===== config.mk =====
export PLATFORM = sky130hd
export DESIGN_NAME = mc_ctrl_flat
export DESIGN_NICKNAME = d
export VERILOG_FILES = /design/src/rtl/mc_ctrl_if.sv /design/src/rtl/mc_ctrl.sv /design/src/flat_wrapper.sv
export SDC_FILE = /design/constraint.sdc
export NUM_CORES = 1
export LEC_CHECK = 0
export ABC_AREA = 1
export BUFFER_PORTS_ARGS = -buffer_cell sky130_fd_sc_hd__buf_2
export CAP_MARGIN = 10
export CORE_ASPECT_RATIO = 1.1
export CORE_MARGIN = 2
export CORE_UTILIZATION = 48
export CTS_CLUSTER_DIAMETER = 60
export DETAILED_ROUTE_END_ITERATION = 10
export HOLD_SLACK_MARGIN = 0.08
export PLACE_DENSITY = 0.92
export SYNTH_ARGS = -nofsm -noshare
export SYNTH_HDL_FRONTEND = slang
export SYNTH_SLANG_ARGS = --single-unit

===== constraint.sdc =====
create_clock -name clk -period 3.3 [get_ports clk]
set_input_delay 0.165 -clock clk [delete_from_list [all_inputs] [get_ports clk]]
set_output_delay 0.165 -clock clk [all_outputs]
set_load 0.03 [all_outputs]

===== src/rtl/mc_ctrl_if.sv =====
// rtl/mc_ctrl_if.sv - instruction fields, memory handshake and datapath controls of mc_ctrl
interface mc_ctrl_if;
   logic [3:0] cond;
   logic [1:0] op;
   logic [5:0] funct;
   logic [3:0] rd;
   logic [3:0] alu_flags;
   logic       mem_ready;
   logic       pc_write;
   logic       ir_write;
   logic       reg_write;
   logic       mem_write;
   logic       adr_src;
   logic       alu_src_a;
   logic [1:0] alu_src_b;
   logic [1:0] result_src;
   logic [1:0] alu_control;
   logic [1:0] imm_src;
   logic [1:0] reg_src;
   logic [3:0] flags;
   logic [3:0] state;

   modport master (
      output cond, op, funct, rd, alu_flags, mem_ready,
      input  pc_write, ir_write, reg_write, mem_write, adr_src, alu_src_a,
             alu_src_b, result_src, alu_control, imm_src, reg_src, flags, state
   );

   modport slave (
      input  cond, op, funct, rd, alu_flags, mem_ready,
      output pc_write, ir_write, reg_write, mem_write, adr_src, alu_src_a,
             alu_src_b, result_src, alu_control, imm_src, reg_src, flags, state
   );
endinterface


===== src/rtl/mc_ctrl.sv =====
// rtl/mc_ctrl.sv - multicycle control FSM with NZCV register and condition evaluation
module mc_ctrl (
   input  logic      clk,
   input  logic      reset_n,
   mc_ctrl_if.slave  bus
);
   typedef enum logic [3:0] {
      S_FETCH    = 4'd0,
      S_DECODE   = 4'd1,
      S_MEMADR   = 4'd2,
      S_MEMREAD  = 4'd3,
      S_MEMWB    = 4'd4,
      S_MEMWRITE = 4'd5,
      S_EXECR    = 4'd6,
      S_EXECI    = 4'd7,
      S_ALUWB    = 4'd8,
      S_BRANCH   = 4'd9
   } state_t;

   state_t     state_q, state_d;
   logic [3:0] flags_q;
   logic       cond_ex_q, cond_ex_d;
   logic [3:0] cmd;
   logic       s_bit, is_cmp, upd_cv, rd_pc;
   logic [1:0] alu_dec;
   logic       pc_w, ir_w, reg_w, mem_w;

   assign cmd    = bus.funct[4:1];
   assign s_bit  = bus.funct[0];
   assign is_cmp = (cmd == 4'b1010);
   assign upd_cv = (cmd == 4'b0100) || (cmd == 4'b0010) || is_cmp;
   assign rd_pc  = (bus.rd == 4'hf);

   always_comb begin
      case (cmd)
         4'b0100: alu_dec = 2'b00;
         4'b0010: alu_dec = 2'b01;
         4'b0000: alu_dec = 2'b10;
         4'b1100: alu_dec = 2'b11;
         4'b1010: alu_dec = 2'b01;
         default: alu_dec = 2'b00;
      endcase
   end

   // Flag order is N,Z,C,V from msb down.
   always_comb begin
      case (bus.cond)
         4'h0:    cond_ex_d = flags_q[2];
         4'h1:    cond_ex_d = !flags_q[2];
         4'h2:    cond_ex_d = flags_q[1];
         4'h3:    cond_ex_d = !flags_q[1];
         4'h4:    cond_ex_d = flags_q[3];
         4'h5:    cond_ex_d = !flags_q[3];
         4'h6:    cond_ex_d = flags_q[0];
         4'h7:    cond_ex_d = !flags_q[0];
         4'h8:    cond_ex_d = flags_q[1] && !flags_q[2];
         4'h9:    cond_ex_d = !flags_q[1] || flags_q[2];
         4'ha:    cond_ex_d = (flags_q[3] == flags_q[0]);
         4'hb:    cond_ex_d = (flags_q[3] != flags_q[0]);
         4'hc:    cond_ex_d = !flags_q[2] && (flags_q[3] == flags_q[0]);
         4'hd:    cond_ex_d = flags_q[2] || (flags_q[3] != flags_q[0]);
         4'he:    cond_ex_d = 1'b1;
         default: cond_ex_d = 1'b0;
      endcase
   end

   always_ff @(posedge clk or negedge reset_n) begin
      if (!reset_n) begin
         state_q   <= S_FETCH;
         flags_q   <= 4'h0;
         cond_ex_q <= 1'b0;
      end else begin
         state_q <= state_d;
         if (state_q == S_DECODE)
            cond_ex_q <= cond_ex_d;
         if ((state_q == S_EXECR || state_q == S_EXECI) && s_bit && cond_ex_q) begin
            flags_q[3:2] <= bus.alu_flags[3:2];
            if (upd_cv)
               flags_q[1:0] <= bus.alu_flags[1:0];
         end
      end
   end

   always_comb begin
      state_d = S_FETCH;
      case (state_q)
         S_FETCH:    state_d = bus.mem_ready ? S_DECODE : S_FETCH;
         S_DECODE: begin
            case (bus.op)
               2'b01:   state_d = S_MEMADR;
               2'b10:   state_d = S_BRANCH;
               2'b00:   state_d = bus.funct[5] ? S_EXECI : S_EXECR;
               default: state_d = S_FETCH;
            endcase
         end
         S_MEMADR:   state_d = bus.funct[0] ? S_MEMREAD : S_MEMWRITE;
         S_MEMREAD:  state_d = bus.mem_ready ? S_MEMWB : S_MEMREAD;
         S_MEMWRITE: state_d = bus.mem_ready ? S_FETCH : S_MEMWRITE;
         S_EXECR:    state_d = S_ALUWB;
         S_EXECI:    state_d = S_ALUWB;
         default:    state_d = S_FETCH;
      endcase
   end

   always_comb begin
      pc_w            = 1'b0;
      ir_w            = 1'b0;
      reg_w           = 1'b0;
      mem_w           = 1'b0;
      bus.adr_src     = 1'b0;
      bus.alu_src_a   = 1'b0;
      bus.alu_src_b   = 2'b00;
      bus.result_src  = 2'b00;
      bus.alu_control = 2'b00;
      case (state_q)
         S_FETCH, S_DECODE: begin
            bus.alu_src_a  = 1'b1;
            bus.alu_src_b  = 2'b10;
            bus.result_src = 2'b10;
            if (state_q == S_FETCH) begin
               pc_w = bus.mem_ready;
               ir_w = bus.mem_ready;
            end
         end
         S_MEMADR:   bus.alu_src_b = 2'b01;
         S_MEMREAD:  bus.adr_src = 1'b1;
         S_MEMWRITE: begin
            bus.adr_src = 1'b1;
            mem_w       = bus.mem_ready && cond_ex_q;
         end
         S_MEMWB: begin
            bus.result_src = 2'b01;
            reg_w          = cond_ex_q;
            pc_w           = cond_ex_q && rd_pc;
         end
         S_EXECR:    bus.alu_control = alu_dec;
         S_EXECI: begin
            bus.alu_src_b   = 2'b01;
            bus.alu_control = alu_dec;
         end
         S_ALUWB: begin
            reg_w = cond_ex_q && !is_cmp;
            pc_w  = cond_ex_q && !is_cmp && rd_pc;
         end
         S_BRANCH: begin
            bus.alu_src_b  = 2'b01;
            bus.result_src = 2'b10;
            pc_w           = cond_ex_q;
         end
         default: ;
      endcase
   end

   // Enables are held low for the whole reset pulse, not just after the edge.
   assign bus.pc_write  = pc_w && reset_n;
   assign bus.ir_write  = ir_w && reset_n;
   assign bus.reg_write = reg_w && reset_n;
   assign bus.mem_write = mem_w && reset_n;
   assign bus.imm_src   = bus.op;
   assign bus.reg_src   = {bus.op == 2'b01, bus.op == 2'b10};
   assign bus.flags     = flags_q;
   assign bus.state     = state_q;
endmodule


===== src/flat_wrapper.sv =====
// flat-port wrapper written by rule: the top's interface ports become plain ports
module mc_ctrl_flat 
  (clk, reset_n, bus_cond, bus_op, bus_funct, bus_rd, bus_alu_flags, bus_mem_ready, bus_pc_write, bus_ir_write, bus_reg_write, bus_mem_write, bus_adr_src, bus_alu_src_a, bus_alu_src_b, bus_result_src, bus_alu_control, bus_imm_src, bus_reg_src, bus_flags, bus_state);
  mc_ctrl_if bus_i ();
  input  logic clk;
  input  logic reset_n;
  input wire logic [$bits(bus_i.cond)-1:0] bus_cond;
  input wire logic [$bits(bus_i.op)-1:0] bus_op;
  input wire logic [$bits(bus_i.funct)-1:0] bus_funct;
  input wire logic [$bits(bus_i.rd)-1:0] bus_rd;
  input wire logic [$bits(bus_i.alu_flags)-1:0] bus_alu_flags;
  input wire logic [$bits(bus_i.mem_ready)-1:0] bus_mem_ready;
  output wire logic [$bits(bus_i.pc_write)-1:0] bus_pc_write;
  output wire logic [$bits(bus_i.ir_write)-1:0] bus_ir_write;
  output wire logic [$bits(bus_i.reg_write)-1:0] bus_reg_write;
  output wire logic [$bits(bus_i.mem_write)-1:0] bus_mem_write;
  output wire logic [$bits(bus_i.adr_src)-1:0] bus_adr_src;
  output wire logic [$bits(bus_i.alu_src_a)-1:0] bus_alu_src_a;
  output wire logic [$bits(bus_i.alu_src_b)-1:0] bus_alu_src_b;
  output wire logic [$bits(bus_i.result_src)-1:0] bus_result_src;
  output wire logic [$bits(bus_i.alu_control)-1:0] bus_alu_control;
  output wire logic [$bits(bus_i.imm_src)-1:0] bus_imm_src;
  output wire logic [$bits(bus_i.reg_src)-1:0] bus_reg_src;
  output wire logic [$bits(bus_i.flags)-1:0] bus_flags;
  output wire logic [$bits(bus_i.state)-1:0] bus_state;
  assign bus_i.cond = bus_cond;
  assign bus_i.op = bus_op;
  assign bus_i.funct = bus_funct;
  assign bus_i.rd = bus_rd;
  assign bus_i.alu_flags = bus_alu_flags;
  assign bus_i.mem_ready = bus_mem_ready;
  assign bus_pc_write = bus_i.pc_write;
  assign bus_ir_write = bus_i.ir_write;
  assign bus_reg_write = bus_i.reg_write;
  assign bus_mem_write = bus_i.mem_write;
  assign bus_adr_src = bus_i.adr_src;
  assign bus_alu_src_a = bus_i.alu_src_a;
  assign bus_alu_src_b = bus_i.alu_src_b;
  assign bus_result_src = bus_i.result_src;
  assign bus_alu_control = bus_i.alu_control;
  assign bus_imm_src = bus_i.imm_src;
  assign bus_reg_src = bus_i.reg_src;
  assign bus_flags = bus_i.flags;
  assign bus_state = bus_i.state;
  mc_ctrl u_core (.clk(clk), .reset_n(reset_n), .bus(bus_i));
endmodule

**Yosys cells after proc, flatten, opt, wreduce, memory -nomap -nowiden**

Cells that the tools add are included.

- Bits in registers: 9
- ROM bits: 0
- Memory bits (writable): 0
- Logic and storage cells: 88
- Input port bits: 23
- Memories: 0
- Latch bits: 0

- Add/subtract/negate cells: 0
- Magnitude comparators: 0
- Eq/ne operators: 32
- Reductions and logical operators: 33
- Multipliers: 0
- Div/mod/pow operators: 0
- Mux-type cells: 19
- Bitwise operators: 0
- Shift-type cells: 0

Operators by type and width:

| kind | number |
|---|---|
| 4-bit == test, second input constant | 12 |
| 4-bit by 3-bit == test with 1-bit output, second input constant | 9 |
| 4-bit case mux with 6 select lines | 1 |
| 4-bit by 2-bit == test with 1-bit output, second input constant | 5 |
| 1-bit case mux with 15 select lines | 1 |
| 1-bit logical AND | 12 |
| 4-bit zero test | 3 |
| 4-bit case mux with 3 select lines | 1 |
| 3-bit 2-to-1 mux | 3 |
| 4-bit by 1-bit == test with 1-bit output, second input constant | 2 |
| 2-bit case mux with 2 select lines | 2 |
| 2-bit OR reduction | 4 |
| 1-bit 2-to-1 mux | 7 |
| 2-bit case mux with 3 select lines | 1 |
| 3-bit OR reduction | 2 |
| 1-bit zero test | 5 |
| 1-bit logical OR | 5 |
| 1-bit case mux with 4 select lines | 1 |
| 2-bit by 1-bit == test with 1-bit output, second input constant | 1 |
| 2-bit == test, second input constant | 1 |
| 2-bit zero test | 1 |
| 2-bit 2-to-1 mux | 1 |
| 1-bit case mux with 2 select lines | 1 |
| 2-bit AND reduction | 1 |
| other kinds (2) | 2 |

**Logic depth before layout (Yosys ltp)**

- Depth after elaboration: 6
- Depth in mapped cells: 10
- Mapped depth without buffers: 10

**Worst setup path before layout**

OpenSTA, ideal clock, no wires.

- Kind: reg-to-output
- Start: reg u_core.state_q[2] (netlist: u_core.bus.state[2])
- End: out bus_mem_write
- Slack: 1.551 ns
- Cell stages (with the launch flop): 5
- Data required time: 3.135 ns
- Path buffers: 0
- Data arrival time: 1.584 ns
- Path through: dfrtp_1 -> inv_1 -> nor2_4 -> nand2_1 -> nor3_1

- Word-level cells in the longest chain between the ends: 3

RTL lines:

| item | RTL line | source |
|---|---|---|
| start, declared | mc_ctrl.sv:20 | `state_t state_q, state_d;` |
| start signal, assigned | mc_ctrl.sv:73 | `state_q <= state_d;` |
| 4-bit by 3-bit == test with 1-bit output | mc_ctrl.sv:115 | `case (state_q)` |
| 1-bit 2-to-1 mux | mc_ctrl.sv:115 |  |
| 1-bit logical AND | mc_ctrl.sv:158 | `assign bus.mem_write = mem_w && reset_n;` |
| end, declared | flat_wrapper.sv:16 | `output wire logic [$bits(bus_i.mem_write)-1:0] bus_mem_write;` |

No other way between the ends.

**Worst setup path after layout**

- Start: reg u_core.state_q[1] (netlist: u_core.bus.state[1])
- End: out bus_pc_write

- Word-level cells in the longest chain between the ends: 4

RTL lines:

| item | RTL line | source |
|---|---|---|
| 4-bit by 1-bit == test with 1-bit output / 4-bit zero test (equally long branches) | mc_ctrl.sv:115, mc_ctrl.sv:120 |  |
| 2-bit OR reduction / 1-bit 2-to-1 mux (equally long branches) | mc_ctrl.sv:115, mc_ctrl.sv:120 |  |
| 1-bit case mux with 4 select lines * | mc_ctrl.sv:115 |  |
| 1-bit logical AND * | mc_ctrl.sv:155 | `assign bus.pc_write = pc_w && reset_n;` |
| end, declared | flat_wrapper.sv:13 | `output wire logic [$bits(bus_i.pc_write)-1:0] bus_pc_write;` |

Every way passes the cells marked *; elsewhere a longest branch is shown, timed or not.

==> flow_metrics.env <==
export IMPL_cts_tree="yes"
export IMPL_final_setup_tns_ns=0
export IMPL_critPathMaxFanout=10
export IMPL_num_nets_final=222
export IMPL_hpwl_um=1891
export IMPL_cts_htree_levels=1
export IMPL_synthToLayoutAreaGrowth_pct=28.97
export IMPL_holdPathEnd="u_core.bus.flags[3]"
export IMPL_rsz0062_at_grt="no"
export IMPL_yosysWarnings=0
export IMPL_period_minus_slack_ns=1.755
export IMPL_power_internal_uw=333.5
export IMPL_synth_seq_cells=9
export IMPL_start_util_pct=50.91
export IMPL_antenna_found_initial=0
export IMPL_avgViaCountPerCell=5.208
export IMPL_layout_common_cells="46 x buf_2, 42 x nand2_1, 21 x inv_1"
export IMPL_die_h_um=49.60
export IMPL_hold_start="bus_alu_flags[3]"
export IMPL_wl_per_cell_um=10.75
export IMPL_combPwrFrac_pct=64.4
export IMPL_ir_drop_uv=439.6
export IMPL_leakage_uw=0.0007425
export IMPL_syn_inst=150
export IMPL_final_hold_violation_count=0
export IMPL_worstHoldPathType="input pin to flop"
export IMPL_maxCapViolations=0
export IMPL_grt_total_usage_pct=22.03
export IMPL_row_count=16
export IMPL_ff2ff_path_depth=7
export IMPL_p_sw_uw=437.3
export IMPL_fin_crit_sh_pct=53.18
export IMPL_synthesis_area_um2=907.1
export IMPL_relSlewSlack_pct=74.28
export IMPL_max_freq_ghz=0.5698
export IMPL_setup_violations_final=0
export IMPL_die_area_mm2=0.002254
export IMPL_swShare_pct=56.73
export IMPL_setup_ws_ns=1.545
export IMPL_drt_iter0_markers=25
export IMPL_seqCellArea_um2=225.2
export IMPL_r2r_start="u_core.bus.state[1]"
export IMPL_worst_setup_path_start_kind="flop"
export IMPL_die_w_um=45.45
export IMPL_end_kind="output pin"
export IMPL_numCtsBuffers=3
export IMPL_syn_num_nets=173
export IMPL_status="finished clean"
export IMPL_cts_max_path_buffers=2
export IMPL_arrival_ns=1.59
export IMPL_drive_above_1_share_pct=30.81
export IMPL_io_buffers=46
export IMPL_required_ns=3.13
export IMPL_crit_type="flop to output pin"
export IMPL_pin_count=47
export IMPL_cts_clk_slew_worst_paths_ns=0.06
export IMPL_powerDensity_mw_per_mm2=658.9
export IMPL_grt_first_pass_wirelength_um=3781
export IMPL_fillers=163
export IMPL_r2r_slack_ns=2.01
export IMPL_grt_max_degree=12
export IMPL_insertedDiodeCount=0
export IMPL_ctsResizeCount=0
export IMPL_synth_area_per_cell_um2=6.047
export IMPL_gp_congestion=0.9557
export IMPL_clockPowerShare_pct=10.9
export IMPL_core_area_mm2=0.001782
export IMPL_post_cts_buffers=0
export IMPL_startpoint="u_core.bus.state[1]"
export IMPL_clockRootBuffer="clkbuf_4"
export IMPL_hold_depth=3
export IMPL_drcViolationCount=0
export IMPL_dp_slack_ns=1.819
export IMPL_layout_commonest_cell="buf_2"
export IMPL_via_count=1125
export IMPL_drt_first_pass_iters=4
export IMPL_postCtsHoldBufs=1
export IMPL_clock_latency_ns=0.26
export IMPL_ant_nets=0
export IMPL_worstReg2RegEnd="u_core.bus.state[2]"
export IMPL_worst_pin_slew_ns=0.3858
export IMPL_multi_input_area_um2=563.0
export IMPL_grt_ovfl_total=0
export IMPL_seq_area_frac_synth_pct=24.83
export IMPL_numClockSinks=9
export IMPL_wirelength_um=2323
export IMPL_seq_power_share_pct=24.7
export IMPL_grt_pass1_vias=1020
export IMPL_skew_ns=0.002342
export IMPL_slew_viol_final=0
export IMPL_synth_cell_type_count=23
stage by stage:
stage          utilization, %  cell area, um2  hold slack [ns]  instances  power (uW)
2_1_floorplan               -           907.1          -0.1306        150       558.8
3_3_place_gp            63.62            1134          0.03290        211       669.9
3_5_place_dp            63.62            1134          0.03386        211       681.8
4_1_cts                 65.66            1170           0.1105        216       770.9
5_1_grt                 65.66            1170           0.1315        216       827.0
6_report                65.66            1170           0.1195        216       770.8
power groups by stage:
stage / clock network, uW / logic (uW) / registers (uW)
global placement: 0 / 481 / 189
detailed placement: 0 / 490 / 191
CTS: 88.5 / 493 / 189
global route: 90.2 / 541 / 195
finish: 83.8 / 496 / 191
floorplan: 0 / 326 / 233
final cells by class:
| class | count | area share [%] |
|---|---|---|
| Sequential cell | 9 | 19.25 |
| Tap cell | 18 | 1.925 |
| Multi-Input combinational cell | 114 | 48.13 |
| Timing Repair Buffer | 47 | 20.53 |
| Clock buffer | 4 | 2.246 |
| Inverter | 24 | 7.914 |
worst max-delay path, cell delays in order (launching register included):
cell	delay, ns
dfrtp_1	0.51
nor2_1	0.18
nand3_1	0.11
nand2_1	0.10
o211ai_1	0.09
nand2_1	0.06
nand2_1	0.05
nand2_1	0.04
buf_2	0.19
state kept, by name (all words and copies together) (netlist names):
register,flops
u_core.bus.state,4
u_core.cond_ex_q,1
u_core.bus.flags,4
worst max path at each step:
stage                     to  slack, ns  depth (start not counted)
2_1_floorplan  bus_mem_write       1.55                          4
3_3_place_gp    bus_pc_write       1.87                          8
3_5_place_dp    bus_pc_write       1.82                          8
4_1_cts         bus_pc_write       1.53                          8
5_1_grt         bus_pc_write       1.33                          8
6_report        bus_pc_write       1.54                          8
synthesized netlist by cell type:
master	instances	area, um2
o211a_1	1	10.01
o211ai_1	3	22.52
nor2_4	4	45.04
nand4_1	1	6.260
a21oi_1	8	40.04
buf_6	1	11.26
buf_4	2	15.01
o31ai_1	1	7.510
nor2_2	2	12.51
inv_1	21	78.83
a211o_1	1	8.760
dfrtp_1	9	225.2
nor2_1	20	75.07
nand2_4	1	11.26
nand3_1	18	90.09
inv_2	2	7.510
nor2_8	1	20.02
nand2_2	1	6.260
o21ai_0	5	25.02
o21ai_1	1	5.000
inv_4	1	6.260
nand2_1	42	157.7
nor3_1	4	20.02
layer usage:
layer	share of wire (%)	up-vias	track usage (%)
li1	-	574	-
met1	39	491	23.79
met2	51	50	40.61
met3	6.7	10	0
met4	3.4	0	12.75
met5	0	-	0
cells by family (layout without fill, tap and decap cells):
group	after synthesis	after routing	synth area share, %
flip-flops	9	9	24.83
AO/OA/AOI/OAI	20	20	13.10
AND/OR/NAND/NOR	94	94	48.97
buffers and inverters	27	75	13.10
Power figures use the tool's default switching activity.
